--- config.mk ---
export PLATFORM = sky130hd
export DESIGN_NAME = sat_ctr
export DESIGN_NICKNAME = d
export VERILOG_FILES = /design/src/rtl/xseq_pkg.sv /design/src/rtl/xseq_chk_sat_ctr.sv
export SDC_FILE = /design/constraint.sdc
export NUM_CORES = 1
export LEC_CHECK = 0
export BUFFER_PORTS_ARGS = -buffer_cell sky130_fd_sc_hd__buf_2
export CAP_MARGIN = 20
export CORE_AREA = 8 8 45 47
export CTS_CLUSTER_DIAMETER = 50
export DETAILED_ROUTE_END_ITERATION = 12
export DIE_AREA = 0 0 53 55
export HOLD_SLACK_MARGIN = 0.15
export RECOVER_POWER = 25
export SYNTH_ARGS = -nofsm -noshare
export SYNTH_HDL_FRONTEND = slang
export SYNTH_SLANG_ARGS = --single-unit
--- constraint.sdc ---
create_clock -name clka -period 2.9 [get_ports clka]
set_clock_uncertainty 0.05 [all_clocks]
set_input_delay 0.435 -clock clka [delete_from_list [all_inputs] [get_ports clka]]
set_output_delay 0.435 -clock clka [all_outputs]
set_load 0.02 [all_outputs]
--- src/rtl/xseq_pkg.sv ---
// Shared definitions for the x-sequence checker.
// Holds the FSM state type and the default widths and latency used by
// xseq_chk and its saturating counter.
package xseq_pkg;

    localparam int W_DEF    = 8;   // width of x and of the compare datapath
    localparam int LAT_DEF  = 2;   // edges from sampling cnt to the matching x step
    localparam int ERRW_DEF = 8;   // width of the violation counters

    typedef enum logic [0:0] {
        SYNC  = 1'b0,
        CHECK = 1'b1
    } st_t;

endpackage

--- src/rtl/xseq_chk_sat_ctr.sv ---
// Saturating up-counter used for the violation counts.
// Ports:
//   clka  in   clock, rising edge
//   clr   in   synchronous clear, active-high, wins over inc
//   inc   in   count one event this edge
//   q     out  registered count; holds at all-ones
module sat_ctr
    import xseq_pkg::*;
#(
    parameter int ERRW = ERRW_DEF
) (
    input  logic            clka,
    input  logic            clr,
    input  logic            inc,
    output logic [ERRW-1:0] q
);

    localparam logic [ERRW-1:0] MAX_V = {ERRW{1'b1}};

    logic [ERRW-1:0] q_r;

    // Count register: clear, increment below the ceiling, otherwise hold.
    always_ff @(posedge clka) begin
        if (clr) begin
            q_r <= '0;
        end else if (inc && (q_r != MAX_V)) begin
            q_r <= q_r + ERRW'(1);
        end else begin
            q_r <= q_r;
        end
    end

    assign q = q_r;

endmodule

# After elaboration in Yosys (flattened, before gate mapping)
# Index checks and enable logic that the tools add are counted.
# word_totals
regBits,8
inputBits,3
output_inout_bits,8
# op_classes
add_sub_neg,1
eq_ne,1
reduce_logical,1
# ops
cell,n
adder 8 x 1 -> 8 bit (second input constant),1
inequality test 8 bit (second input constant),1
logical AND 1 bit,1

# Longest topological paths before layout
# Gate-level depths: netlist of run 1.
# depth
word_depth,2
mapped_depth,4
mapped_depth_nobuf,4

# Worst setup path after synthesis of run 1
# No wires, ideal clock.
# synth_path
path_type,flip-flop to flip-flop
start,register q_r[0] (netlist: q[0])
end,register q_r[0] (netlist: q[0])
setup_ns,0.121
arrival_ns,1.326
required_time_ns,2.729
setup_slack_ns,1.403
path_stages_with_launch,5
n_path_buf,0
path_cell_list,dfxtp_1 ha_1 and3_4 a21boi_4 mux2_4
# synth_via
elab_chain_cells,2
elab_cells_between_ends,3
# synth_lines
item,line,rtl
from (decl),xseq_chk_sat_ctr.sv:20,logic [ERRW-1:0] q_r;
from (signal assigned),xseq_chk_sat_ctr.sv:27,q_r <= q_r + ERRW'(1);
from (signal assigned),xseq_chk_sat_ctr.sv:29,q_r <= q_r;
"parallel branches: the longest is 2 deep, another holds adder 8 x 1 -> 8 bit",--,
# Parallel ways; which one is timed is not known.
# A chain may end at the register's enable or synchronous reset.

# Final worst setup path of run 1
# Ends and elaborated chain as after synthesis.

==> out/qor.csv, run 1 <==
metric,value,unit
cts_tree,built,
antenna_left,0,
yosys_register_bits,8,
yosysSeqAreaShare,37.21,%
rsz0062_at_grt,no,
fin_crit_sh,50.81,%
hold_depth,2,
synth_top_area_cell,dfxtp_1,
tns,0,ns
postCtsHoldBufs,0,
power-per-cell-area,435.4,nW/µm²
syn_area,430.4,µm²
clk_latency,0.25,ns
cp-start-kind,flop,
min_period,1.474,ns
synthCells,46,
cts_buffers,3,
power_frac_seq,52.5,%
synth.distinct_cells,25,
r2r-start,q[0]$_SDFFE_PP0P_,
vias,407,
core-area,1384,µm²
largest_reg_flops,8,
postCtsSetupBuffers,0,
area_growth,18.31,%
wl,1048,µm
finalHoldViolCount,0,
die-area,2915,µm²
path_max_fanout,6,
path_clk_slew,0.05,ns
grt_pass1_vias,339,
maxCapViolCount,0,
drc,0,
drv_slew,0,
grt_start_max_net_pins,9,
cts_buffer_depth,2,
synth_top_cells_by_area,"dfxtp_1 (37%), a21oi_1 (5.8%), a21boi_4 (4.4%)",
holdCritPathClass,in2reg,
antenna_found_initial,0,
yosysWarningCount,0,
synthArstFlopShare,0,%
netSwitchingFraction,23.69,%
max_freq,678.6,MHz
synth_fp_nets,50,
fp.dieW,53,µm
worst-r2r-setup-slack,1.43,ns
status,"complete, no violations",
max-vdd-ir-drop,118.5,µV
cts_resized,0,
cts.sinks,8,
internal_power,0.0001692,W
yosys_most_used_dff,dfxtp_1,
grt_pass1_wl,1676,µm
synth_top_area_share,37.21,%
required,2.99,ns
utilization,36.80,%
avgSynthCellArea,9.357,µm²
drt_iter0_markers,5,
cp-end-kind,flop,
die_y,55,µm
worstHoldStart,clr,
relSlewSlack,81.09,%
crit_type,reg2reg,
setup_viol,0,
post_drt_wl_per_cell,14.16,µm
switchingPower,0.00005252,W
num_io_pins,11,
rr_worst_depth,4,
clockRootBuffer,clkbuf_4,
comb_power_share,9.6,%
io_buffers,10,
grtUsageTotal,7.945,%
avgViaCountPerCell,5.500,
cts-htree-levels,1,
synth_enable_flop_cells,0,
drive_gt1_share,27.59,%
num_antenna_cells,0,
drt_pass1_iterations,4,
arrival,1.56,ns
gp_congestion,0.7197,
min_to,q[5]$_SDFFE_PP0P_,
grt_overflow,0,
worst_pin_slew,0.2836,ns
r2r-end,q[0]$_SDFFE_PP0P_,
num_rows,14,
p_leak,0.2076,nW
clkPwrFrac,37.9,%
floorplan.initialDensity,31.10,%
num-nets-final,64,
## cell type report
| class | instances | area [µm²] |
|---|---|---|
| clock buffer | 3 | 22.52 |
| fill | 157 | 874.6 |
| inverter | 1 | 3.754 |
| multi-input combinational | 36 | 255.2 |
| sequential | 8 | 160.2 |
| tap | 16 | 20.02 |
| timing repair buffer | 10 | 47.55 |
## synthesized netlist by cell type, drive strengths merged, types with 2 or more instances
cell    count
a21boi      2
nor3        2
a211oi      2
dfxtp       8
o21bai      2
nand3       2
a21oi       5
nand2       5
and4        2
nand4       2
## placed cells by master, fill, tap and decap left out, drive strengths merged
master and n:
buf 8, dfxtp 8, a21oi 5, nand2 5, clkbuf 5, and4 2
nand4 2, nor3 2, o21bai 2, nand3 2, a211oi 2, a21boi 2
inv 1, and3 1, or3 1, o21ai 1, mux2i 1, and2b 1
nor2 1, mux2 1, nand2b 1, o311a 1, a31oi 1, a311oi 1
ha 1
## cells by family after synthesis
kind of cell | Yosys count | share of synthesized area [%]
and+or+nand+nor | 18 | 24.71
AOI/OAI and AO/OA | 15 | 25.87
DFF | 8 | 37.21
buffers and inverters | 2 | 3.487
muxes | 2 | 5.813
adders and majority gates | 1 | 2.907
## power by group through the flow
stage	Clock (W)	Sequential [W]	Combinational (W)
after floorplan	0	0.000122	0.00000965
after global placement	0	0.000119	0.0000213
after detailed placement	0	0.000119	0.0000214
after CTS	0.0000879	0.000116	0.0000216
after global routing	0.0000954	0.000117	0.0000228
final	0.0000840	0.000116	0.0000213
## worst max path at each step
stage / startpoint / to / slack, ns / cells past startpoint
6_report: q[0]$_SDFFE_PP0P_ / q[0]$_SDFFE_PP0P_ / 1.43 / 4
3_5_place_dp: q[0]$_SDFFE_PP0P_ / q[0]$_SDFFE_PP0P_ / 1.44 / 4
3_3_place_gp: q[0]$_SDFFE_PP0P_ / q[0]$_SDFFE_PP0P_ / 1.46 / 4
2_1_floorplan: q[0]$_SDFFE_PP0P_ / q[0]$_SDFFE_PP0P_ / 1.40 / 4
5_1_grt: q[0]$_SDFFE_PP0P_ / q[0]$_SDFFE_PP0P_ / 1.36 / 4
4_1_cts: q[0]$_SDFFE_PP0P_ / q[0]$_SDFFE_PP0P_ / 1.43 / 4
## through the flow
step                      instance area [µm²]  worst slack, ns  hold slack (ns)  total power (W)  instances
after floorplan                         430.4            1.403           0.4571        0.0001314         46
after global placement                  489.2            1.462           0.4465        0.0001398         71
after detailed placement                489.2            1.441           0.4614        0.0001402         71
after CTS                               511.7            1.432           0.4030        0.0002259         74
after global routing                    509.2            1.359           0.4142        0.0002352         74
final                                   509.2            1.426           0.4150        0.0002217         74
## critical path: stages, from the launching register on
cell	delay, ns
dfxtp_1	0.34
ha_1	0.26
and3_4	0.22
a21boi_4	0.18
mux2_4	0.31
## layer usage
| metal | global-route usage [%] | share of wire [%] |
|---|---|---|
| met5 | 0 | 0 |
| met4 | 6.466 | 2.5 |
| met3 | 3.209 | 5.3 |
| met2 | 9.766 | 43 |
| met1 | 10.41 | 49 |
Note: power is estimated with default switching activity, not from simulation.
==> run 2: changes to the inputs <==
==> constraint.sdc (replaced) <==
create_clock -name clka -period 1.3 [get_ports clka]
set_clock_uncertainty 0.05 [all_clocks]
set_input_delay 0.195 -clock clka [delete_from_list [all_inputs] [get_ports clka]]
set_output_delay 0.195 -clock clka [all_outputs]
set_load 0.02 [all_outputs]
==> run 2 against run 1 <==
The flow now finishes with violations (setup timing); non-clock buffer count increased by 11; core utilization increased by 8.3 points; sequential power increased by 120%; global-route usage increased by 1.6 points; combinational power increased to 3.1 times the previous value; first-iteration DRC count unchanged; wire length increased by 12%; critical path depth unchanged; fmax increased by 13%; setup slack got worse by 1.4 ns; clock power increased to 2.5 times the previous value; critical endpoint unchanged; largest cell class unchanged.
==> out/qor.csv, run 2 (synthesis gave the netlist of run 1 again) <==
metric,value,unit
finalHoldViolCount,0,
cp-start-kind,flop,
tns,-0.002308,ns
max-vdd-ir-drop,431.4,µV
die_y,55,µm
grtUsageTotal,9.584,%
met2_usage,15.04,%
area_growth,45.06,%
wl,1178,µm
power-per-cell-area,857.6,nW/µm²
rr_worst_depth,4,
utilization,45.12,%
hold_depth,2,
hpwl,884.2,µm
status,finished with violations,
fin_crit_sh,100.2,%
core-area,1384,µm²
fillers,151,
cp_top_family,flip-flops,
setup_slack,-0.002308,ns
clk_latency,0.26,ns
arrival,1.41,ns
path_buf_inv,0,
clockRootBuffer,clkbuf_4,
cts-htree-levels,1,
whs,0.1571,ns
num_io_pins,11,
antenna_found_initial,0,
r2r-end,q[0]$_SDFFE_PP0P_,
failed_checks,setup timing,
rsz0062_at_grt,yes,
grt_pass1_wl,1987,µm
antenna_left,0,
r2r-start,q[1]$_SDFFE_PP0P_,
stdcell_count,86,
largest_reg_flops,8,
crit_cells,4,
worstHoldStart,clr,
num-nets-final,75,
holdCritPathClass,in2reg,
gp_congestion,0.7774,
cts_buffers,3,
avgViaCountPerCell,5.081,
post_drt_wl_per_cell,13.70,µm
p_leak,0.2659,nW
path_clk_slew,0.06,ns
cts_buffer_depth,2,
maxCapViolCount,0,
top_usage_layer,met2,
drt_pass1_iterations,4,
cp-end-kind,flop,
max_freq,767.9,MHz
cts_tree,built,
path_cells,ha_4 > and3_4 > a21boi_4 > mux2_4,
min_to,q[5]$_SDFFE_PP0P_,
dp_cells,82,
num_antenna_cells,0,
grt_pass1_vias,448,
grt.met3_usage,3.209,%
drv_slew,0,
critPathMaxStageDelay,0.35,ns
min_period,1.302,ns
floorplan.initialDensity,31.10,%
dp_slack,-0.002848,ns
fp.dieW,53,µm
drc,0,
die-area,2915,µm²
critPathSlowestCell,dfxtp_4,
io_buffers,10,
drive_gt1_share,48.57,%
grt_overflow,0,
required,1.40,ns
worst_pin_slew,0.2619,ns
use_met1,9.939,%
relSlewSlack,82.54,%
vias,437,
postCtsSetupBuffers,0,
grt_start_max_net_pins,9,
layout_commonest_cell,buf_4,
cts.sinks,8,
drt_iter0_markers,5,
num_rows,14,
crit_type,reg2reg,
setup_viol,1,
final_cell_mix,"buf_4 (11), buf_2 (7), a21oi_1 (5), nand2_1 (5)",
worst-r2r-setup-slack,-0.002,ns
path_max_fanout,3,
## run 2: cell types whose count changed in the layout (fill, tap and decap cells not counted), moves of 2 or more
cell / change
buf_4: +11
dfxtp_1: -6
dfxtp_2: +4
clkbuf_1: +2
dfxtp_4: +2
## run 2: layer usage
metal  up-vias  part of all wire, %
li1        225                    -
met1       197                   46
met2        11                   43
met3         4                  7.6
met4         0                  3.1
met5         -                    0
## run 2: how the worst max path moves through the flow
stage | start | end | slack (ns)
3_3_place_gp | q[1]$_SDFFE_PP0P_ | q[0]$_SDFFE_PP0P_ | 0.02
4_1_cts | q[1]$_SDFFE_PP0P_ | q[0]$_SDFFE_PP0P_ | -0.01
5_1_grt | q[0]$_SDFFE_PP0P_ | q[0]$_SDFFE_PP0P_ | -0.05
6_report | q[1]$_SDFFE_PP0P_ | q[0]$_SDFFE_PP0P_ | -0.002
3_5_place_dp | q[1]$_SDFFE_PP0P_ | q[0]$_SDFFE_PP0P_ | -0.003
2_1_floorplan | q[1]$_SDFFE_PP0P_ | q[0]$_SDFFE_PP0P_ | -0.03
## run 2: per-stage QoR
stage               cell area [µm²]  total power [W]
floorplan                     454.2        0.0002976
global placement              595.6        0.0003281
detailed placement            595.6        0.0003300
CTS                           621.8        0.0005456
global route                  624.3        0.0005617
finish                        624.3        0.0005355
## run 2: power breakdown
part	total [W]	switching (W)	internal [W]
clock	0.000211	0.0000930	0.000118
sequential	0.000258	0.00000656	0.000252
combinational	0.0000663	0.0000343	0.0000320
total	0.000535	0.000134	0.000402
## run 2: repair_timing
| action | CTS | global route |
|---|---|---|
| resized for setup | 0 | 2 |
| hold endpoints to repair | 0 | 0 |
| cloned | 0 | 0 |
| hold buffers | 0 | 0 |
| pin swaps | 0 | 1 |
| endpoints found under the setup margin | 1 | 4 |
## run 2: layout make-up
class                           count  area [µm²]  share of cell area (%)
Tap cell                           16       20.02                   3.206
Inverter                            1       3.754                  0.6012
Sequential cell                     8       172.7                   27.66
Multi-Input combinational cell     36       272.8                   43.69
Timing Repair Buffer               21       128.9                   20.64
Clock buffer                        4       26.28                   4.208
